$ cat config.mk
export PLATFORM = sky130hd
export DESIGN_NAME = comm_arbiter
export DESIGN_NICKNAME = d
export VERILOG_FILES = /design/src/rtl/comm_arbiter.sv
export SDC_FILE = /design/constraint.sdc
export NUM_CORES = 1
export LEC_CHECK = 0
export BUFFER_PORTS_ARGS = -buffer_cell sky130_fd_sc_hd__buf_2
export CAP_MARGIN = 20
export CORE_MARGIN = 4
export CORE_UTILIZATION = 49
export DETAILED_ROUTE_END_ITERATION = 8
export GPL_ROUTABILITY_DRIVEN = 1
export HOLD_SLACK_MARGIN = 0.15
export PLACE_DENSITY = 0.8
export SETUP_SLACK_MARGIN = 0.1
export SLEW_MARGIN = 20
export SYNTH_ARGS = -nofsm -noshare
export SYNTH_HDL_FRONTEND = slang
export SYNTH_SLANG_ARGS = --single-unit
$ cat constraint.sdc
create_clock -name clk -period 2.09 [get_ports clk]
set_input_delay 0.209 -clock clk [delete_from_list [all_inputs] [get_ports clk]]
set_output_delay 0.209 -clock clk [all_outputs]
set_load 0.01 [all_outputs]
$ cat src/rtl/comm_arbiter.sv
// comm_arbiter: round-robin arbiter sharing one CommMaster command
// transmitter between NREQ requesters. The winner's command is latched,
// launched with a one-cycle snd_cmd, and the winner gets a one-cycle
// gnt/err pulse when cmd_cmplt rises or the wait times out.
module comm_arbiter #(
  parameter int NREQ    = 4,
  parameter int CMD_W   = 16,
  parameter int TIMEOUT = 16384
) (
  input  logic                  clk,
  input  logic                  rst,
  input  logic [NREQ-1:0]       req,
  input  logic [NREQ*CMD_W-1:0] req_cmd,
  output logic [NREQ-1:0]       gnt,
  output logic                  err,
  output logic                  busy,
  output logic [CMD_W-1:0]      cmd,
  output logic                  snd_cmd,
  input  logic                  cmd_cmplt
);

  localparam int          IDX_W = $clog2(NREQ);
  localparam int          CNT_W = $clog2(TIMEOUT + 1);
  localparam int unsigned NR    = NREQ;
  localparam logic [NREQ-1:0] ONE = NREQ'(1);

  typedef enum logic [1:0] {
    IDLE = 2'd0,
    SEND = 2'd1,
    WAIT = 2'd2,
    DONE = 2'd3
  } state_t;

  state_t           state;
  logic [IDX_W-1:0] ptr;
  logic [IDX_W-1:0] owner;
  logic [CNT_W-1:0] cnt;
  logic             cmplt_q;

  logic             found;
  logic [IDX_W-1:0] winner;
  int unsigned      idx;
  logic             cmplt_rise;

  // Round-robin pick: first requesting index scanning ptr, ptr+1, ... mod NREQ.
  always_comb begin
    found  = 1'b0;
    winner = '0;
    idx    = 0;
    for (int unsigned i = 0; i < NR; i++) begin
      idx = (32'(ptr) + i) % NR;
      if (!found && req[IDX_W'(idx)]) begin
        found  = 1'b1;
        winner = IDX_W'(idx);
      end
    end
  end

  assign cmplt_rise = cmd_cmplt & ~cmplt_q;

  // Arbitration FSM; every output is a register set on the transition into
  // the state in which it must be visible. The timeout fires when the WAIT
  // counter reaches TIMEOUT, which puts gnt exactly TIMEOUT+2 cycles after snd_cmd.
  always_ff @(posedge clk) begin
    if (rst) begin
      state   <= IDLE;
      snd_cmd <= 1'b0;
      gnt     <= '0;
      err     <= 1'b0;
      busy    <= 1'b0;
      cmd     <= '0;
      owner   <= '0;
      ptr     <= '0;
      cnt     <= '0;
      cmplt_q <= 1'b1;
    end else begin
      cmplt_q <= cmd_cmplt;
      snd_cmd <= 1'b0;
      gnt     <= '0;
      err     <= 1'b0;
      case (state)
        IDLE: begin
          if (found) begin
            cmd     <= req_cmd[winner*CMD_W +: CMD_W];
            owner   <= winner;
            snd_cmd <= 1'b1;
            busy    <= 1'b1;
            state   <= SEND;
          end
        end
        SEND: begin
          cnt   <= '0;
          state <= WAIT;
        end
        WAIT: begin
          cnt <= cnt + 1'b1;
          if (cmplt_rise) begin
            gnt   <= ONE << owner;
            err   <= 1'b0;
            state <= DONE;
          end else if (cnt == CNT_W'(TIMEOUT)) begin
            gnt   <= ONE << owner;
            err   <= 1'b1;
            state <= DONE;
          end
        end
        DONE: begin
          ptr   <= (owner == IDX_W'(NREQ - 1)) ? '0 : owner + 1'b1;
          busy  <= 1'b0;
          state <= IDLE;
        end
        default: state <= IDLE;
      endcase
    end
  end

endmodule
==> out/qor.yml, run 1 <==
power:
  leakage_nw: 1.341
  p_per_area_mw_per_mm2: 863.9
  power.share.sequential: 0.416
  clkPwrFrac: 0.189
  switching_share: 0.3526
  ir_worst_vdd_mv: 0.3693
  switching_power_mw: 0.9463
  internal_power_mw: 1.738
  combPwrFrac: 0.395
detailed_routing:
  viasPerCell: 5.428
  route.antenna.remaining_nets: 0
  wl_per_cell_um: 14.21
  drtPass1Iterations: 4
  drt_wl_total_mm: 6.040
  drc: 0
  drtIter0Drc: 103
  num_vias: 2307
final_layout:
  final_core_util: 0.6492
  layout.nets: 438
  multi_input_area_mm2: 0.001489
  regArea_um2: 902.1
  num-fill-cells: 415
  syn_to_final_growth_pct: 25.98
  antennaDiodeCount: 0
  drive_gt1_frac: 0.3631
synthesis:
  synthMostInstantiatedCell: "dfxtp_1"
  yosysUniqueCellTypes: 47
  ys_seq_area_frac: 0.3653
  synthTopCellsByArea: "dfxtp_1, a221o_1, mux2_4, ha_1, a21boi_0"
  synthXorXnorAreaFrac: 0.04617
  synth_adder_area_share: 0.05074
  ys_ff_latch: 45
  synth-simple-area-share: 0.1842
  synthArstFlopShare: 0
  synth_commonest_cells: "dfxtp_1, nor2_1, nand3_1, o21ai_0, a221o_1"
  synthMuxAreaShare: 0.1045
  synth_edf_count: 0
  syn_area_mm2: 0.002466
  synth_top_cell_area_share: 0.3653
  synth_top_cell_by_area: "dfxtp_1"
  netlist_instances: 264
  synth_top_family_by_area: "compound AO/OA/AOI/OAI gates"
  synth_flop_cell: "dfxtp_1"
  syn-num-nets: 345
  synth_compound_area_frac: 0.2121
  avgSynthCellArea_um2: 9.341
  yosysWarningCount: 0
critical_path:
  cp-endpoint: "cmd[15]"
  crit_type: "reg -> reg"
  cp-end-kind: "register"
  r2r_start: "ptr[1]"
  critPathArrivalTime_ps: 2110
  required_ps: 2270
  worstSetupStartpointType: "register"
  cp_slowest_cell: "a21oi_4"
  worstPathMaxFanout: 17
  reg2regPathDepth: 6
  r2r_end: "cmd[15]"
  critPathLaunch: "ptr[1]"
  crit_chain: "nand2b_4, a21oi_4, nor2_4, buf_12, mux2_4, a221o_1"
  regToRegSetupSlack_ps: 170
  cp_slowest_stage_delay_ps: 410
sta:
  max-slew-margin-rel: 0.5780
  tightest_slew_ps: 632.3
  period_share: 0.9206
  finalHoldViolCount: 0
  rsz0062_at_grt: "false"
  max_freq_mhz: 519.8
  finalClockSkew_ps: 6.568
  tns_ps: 0
  period_needed_ps: 1924
  setup_viol: 0
  slew_viol_final: 0
clock_tree:
  clock_latency_ps: 290
  cts_made_buffers: 5
  clkSinkCount: 45
  cts_tree: "yes"
  cts_root_buf: "clkbuf_8"
  cts_max_level: 2
  cts_buffer_depth: 2
  post_cts_buffers: 0
  clkTransAtPathRegs_ps: 80
worst_hold_path:
  hold_path.class: "in -> reg"
floorplanning:
  row_count: 25
  initial_core_util: 0.5153
  dieHeight_um: 78.94
  ios: 94
  core_area_mm2: 0.004786
  die_area_mm2: 0.006232
  fp.dieW_um: 78.94
place:
  dp_hpwl_mm: 4.552
  portBuffers: 93
  finalWeightedCongestion: 0.8444
global_route:
  grt_pass1_wl_mm: 9.901
  grt_max_degree: 18
  grt_antenna_before_repair: 0
  grt_pass1_vias: 2175
  grt-ovfl-total: 0
  track_usage: 0.1998
flow_run:
  maxCapViolCount: 0
status:
  status: "finished, final reports clean"
==> kinds of logic (layout without fill, tap and decap cells) <==
logic type | count (synthesis) | count (layout)
mux | 20 | 20
xor+xnor | 13 | 13
compound gates | 68 | 68
buf+inv | 21 | 115
fa+ha+maj | 10 | 10
simple gates | 87 | 87
flops | 45 | 45
==> placed cells by master (no fill, tap or decap), types with 3 or more instances in the layout <==
| master | netlist | final |
|---|---|---|
| nand2_1 | 7 | 7 |
| and2_1 | 5 | 5 |
| mux2_4 | 9 | 9 |
| buf_4 | 1 | 3 |
| a21oi_1 | 7 | 7 |
| nand4_1 | 4 | 4 |
| dfxtp_1 | 45 | 44 |
| xor2_1 | 7 | 7 |
| clkbuf_1 | 8 | 3 |
| nor2_1 | 27 | 26 |
| a21boi_0 | 15 | 15 |
| o21ai_0 | 17 | 17 |
| mux2_2 | 7 | 7 |
| nor3_1 | 3 | 3 |
| nor4_1 | 5 | 5 |
| buf_2 | 1 | 93 |
| clkbuf_8 | 0 | 5 |
| xnor2_1 | 6 | 6 |
| mux2i_1 | 3 | 3 |
| ha_1 | 10 | 10 |
| a221o_1 | 16 | 16 |
| inv_1 | 9 | 9 |
| nand3_1 | 21 | 21 |
==> layout make-up <==
class	count	share of cell area
sequential	45	0.2904
tap	67	0.02698
inverter	9	0.01087
multi-input combinational	198	0.4793
timing repair buffer	98	0.1667
clock buffer	8	0.02578
==> state kept, by name (all words and copies together) (netlist names) <==
register	cells
snd_cmd	1
cnt	15
ptr	2
gnt	4
cmplt_q	1
state	2
cmd	16
err	1
busy	1
owner	2
==> power by group through the flow <==
stage               registers, mW  logic, mW  clock network (mW)
global placement             1.13       1.02                   0
CTS                          1.12       1.06               0.519
floorplan                    1.17      0.639                   0
global route                 1.13       1.18               0.555
detailed placement           1.13       1.05                   0
finish                       1.12       1.06               0.508
==> timing repair <==
| item | in CTS | in global routing |
|---|---|---|
| endpoints found under the hold margin | 1 | 0 |
| hold buffers | 1 | 0 |
| setup endpoints to repair | 16 | 18 |
| gates resized for setup | 2 | 2 |
==> layer usage <==
layer	up-vias	share of wire	GRT usage
met4	0	0.019	0.07904
met3	9	0.094	0.06576
met5	-	0	0
met2	107	0.46	0.3226
li1	1145	-	-
met1	1046	0.43	0.2461
==> per-stage QoR <==
step | hold WS (ps) | cells | setup slack [ps] | power [mW] | area (µm²)
6_report | 260.9 | 425 | 166.0 | 2.684 | 3107
5_1_grt | 255.3 | 425 | 101.2 | 2.864 | 3107
4_1_cts | 250.0 | 425 | 108.6 | 2.697 | 3099
3_5_place_dp | 420.9 | 416 | 61.40 | 2.176 | 3000
3_3_place_gp | 417.4 | 416 | 157.4 | 2.153 | 3000
2_1_floorplan | 293.1 | 264 | 203.1 | 1.806 | 2466
==> critical path, delay by kind of cell, from the launching register on <==
kind / cells / cell delay (ps)
AO/OA/AOI/OAI: 2 / 730
flip-flops: 1 / 360
multiplexers: 1 / 300
AND/OR/NAND/NOR: 2 / 240
buffers and inverters: 1 / 180
==> how the worst min path moves through the flow <==
stage / depth (start not counted) / to / startpoint / slack, ps
after floorplan: 1 / snd_cmd / rst / 290
after global placement: 2 / cmplt_q / cmd_cmplt / 420
after detailed placement: 2 / cmplt_q / cmd_cmplt / 420
after CTS: 2 / owner[1] / rst / 250
after global routing: 3 / cmd[1] / req_cmd[1] / 260
final: 3 / cmd[1] / req_cmd[1] / 260
No activity file was read; power rests on OpenSTA's default activity.
==> inputs of run 2 (changes only) <==
--- a/config.mk
+++ b/config.mk
@@ -5,14 +5,14 @@
 export SDC_FILE = /design/constraint.sdc
 export NUM_CORES = 1
 export LEC_CHECK = 0
-export BUFFER_PORTS_ARGS = -buffer_cell sky130_fd_sc_hd__buf_2
 export CAP_MARGIN = 20
 export CORE_MARGIN = 4
-export CORE_UTILIZATION = 49
+export CORE_UTILIZATION = 63
 export DETAILED_ROUTE_END_ITERATION = 8
+export DONT_BUFFER_PORTS = 1
 export GPL_ROUTABILITY_DRIVEN = 1
 export HOLD_SLACK_MARGIN = 0.15
-export PLACE_DENSITY = 0.8
+export PLACE_DENSITY = 0.79
 export SETUP_SLACK_MARGIN = 0.1
 export SLEW_MARGIN = 20
 export SYNTH_ARGS = -nofsm -noshare
==> out/qor.yml, run 2 (synthesis results as in run 1) <==
status:
  status: "finished, final reports clean"
flow_run:
  maxCapViolCount: 0  # unchanged
sta:
  max_freq_mhz: 527.7  # +1.5%
  tightest_slew_ps: 623.1  # -9.239 ps
  period_needed_ps: 1895  # -28.94 ps
  finalHoldViolCount: 0  # unchanged
  slew_viol_final: 0  # unchanged
  tns_ps: 0  # unchanged
  finalClockSkew_ps: 3.899  # -2.669 ps
  period_share: 0.9067  # -0.01385
  max-slew-margin-rel: 0.5842  # +0.006167
  setup_viol: 0  # unchanged
  rsz0062_at_grt: "false"
  hold-worst-slack_ps: 161.5  # -99.34 ps
critical_path:
  cp-end-kind: "register"
  crit_type: "reg -> reg"
  required_ps: 2290  # +20 ps
  worstPathMaxFanout: 14  # -3
  worstSetupStartpointType: "register"
  critPathArrivalTime_ps: 2090  # -20 ps
final_layout:
  final_common_cell: "dfxtp_1"
  regMostFlops: "cmd"
  largestRegisters: "cmd: 16 flops, cnt: 15 flops, gnt: 4 flops"
  layout_common_cells: "dfxtp_1, nor2_1, nand3_1"
  layout.nets: 354  # -19%
  multi_input_area_mm2: 0.001493  # +0.25%
  antennaDiodeCount: 0  # unchanged
  regArea_um2: 900.9  # -0.14%
  num-fill-cells: 281  # -32%
  drive_gt1_frac: 0.1752  # -0.1879
  largest_register_ffs: 16  # unchanged
  syn_to_final_growth_pct: 9.843
place:
  dp_hpwl_mm: 4.130  # -9.3%
  finalWeightedCongestion: 0.8126  # -3.8%
  portBuffers: 0  # -100%
floorplanning:
  core_area_mm2: 0.003716  # -22%
  row_count: 22  # -12%
  ios: 94  # unchanged
  fp.dieW_um: 70.57  # -11%
  dieHeight_um: 70.57  # -11%
  initial_core_util: 0.6636  # +0.1483
  die_area_mm2: 0.004979  # -20%
global_route:
  track_usage: 0.2338  # +0.03397
  grt_max_degree: 18  # unchanged
  grt_pass1_vias: 2085  # -4.1%
  grt-ovfl-total: 0  # unchanged
  grt_antenna_before_repair: 0  # unchanged
  grt_pass1_wl_mm: 9.439  # -4.7%
detailed_routing:
  viasPerCell: 6.264  # +15%
  drtPass1Iterations: 4  # unchanged
  drtIter0Drc: 113  # +9.7%
  drc: 0  # unchanged
  route.antenna.remaining_nets: 0  # unchanged
  drt_wl_total_mm: 5.723  # -5.2%
  num_vias: 2017  # -13%
  wl_per_cell_um: 17.77  # +25%
power:
  leakage_nw: 1.001  # -25%
  ir_worst_vdd_mv: 0.5218  # +41%
  p_per_area_mw_per_mm2: 957.9  # +11%
clock_tree:
  clkTransAtPathRegs_ps: 80  # about the same
  clkSinkCount: 45  # unchanged
  cts_max_level: 2  # unchanged
  cts_made_buffers: 5  # unchanged
  cts_tree: "yes"
  clock_latency_ps: 310  # +20 ps
  cts_buffer_depth: 2  # unchanged
  cts_root_buf: "clkbuf_8"
worst_hold_path:
  hold_path.class: "in -> reg"
-- run 2: final cells by class --
class                      count  area share
clock inverter                 2    0.005081
timing repair buffer          14     0.04619
tap                           48     0.02217
sequential                    45      0.3326
inverter                       9     0.01247
multi-input combinational    198      0.5510
clock buffer                   6     0.03048
-- run 2: path summary, 6_finish.rpt --
| kind | depth (start not counted) | endpoint | start | slack [ps] |
|---|---|---|---|---|
| setup / recovery | 6 | cmd[2] | ptr[1] | 190 |
| hold / removal | 2 | cmd[14] | req_cmd[30] | 160 |
| setup reg to reg | 6 | cmd[2] | ptr[1] | 190 |
| hold reg to reg | 2 | state[0] | state[0] | 530 |
-- run 2: per-stage QoR --
stage / cell area [µm²] / util / worst slack, ps / instances / power [mW]
2_1_floorplan: 2466 / - / 203.1 / 264 / 1.806
3_3_place_gp: 2534 / 0.6818 / 189.7 / 307 / 1.989
3_5_place_dp: 2534 / 0.6818 / 123.0 / 307 / 1.998
4_1_cts: 2660 / 0.7158 / 103.0 / 318 / 2.580
5_1_grt: 2709 / 0.7290 / 117.9 / 322 / 2.745
6_report: 2709 / 0.7290 / 194.9 / 322 / 2.595
-- run 2: critical path: stages, from the launching register on --
cell and delay, ps:
dfxtp_1 420, mux2i_2 330, o21ai_4 90, nor2_4 120, buf_12 170, mux2_2 350, a221o_1 310
-- run 2: routing by layer --
metal	vias to the layer above	global-route usage	share of wire
met3	9	0.06108	0.080
met4	0	0.1086	0.017
li1	978	-	-
met2	78	0.4044	0.49
met5	-	0	0
met1	952	0.2697	0.41
-- run 2: what timing repair did --
action	in CTS	in global routing
endpoints found under the setup margin	0	19
endpoints found under the hold margin	11	0
buffers inserted	0	4
hold buffers	3	0
gates resized for setup	0	4
-- run 2: power breakdown --
part           internal (mW)  switching, mW  leakage (nW)
clock                  0.268          0.305        0.0512
sequential              1.01          0.175         0.368
combinational          0.391          0.444         0.582
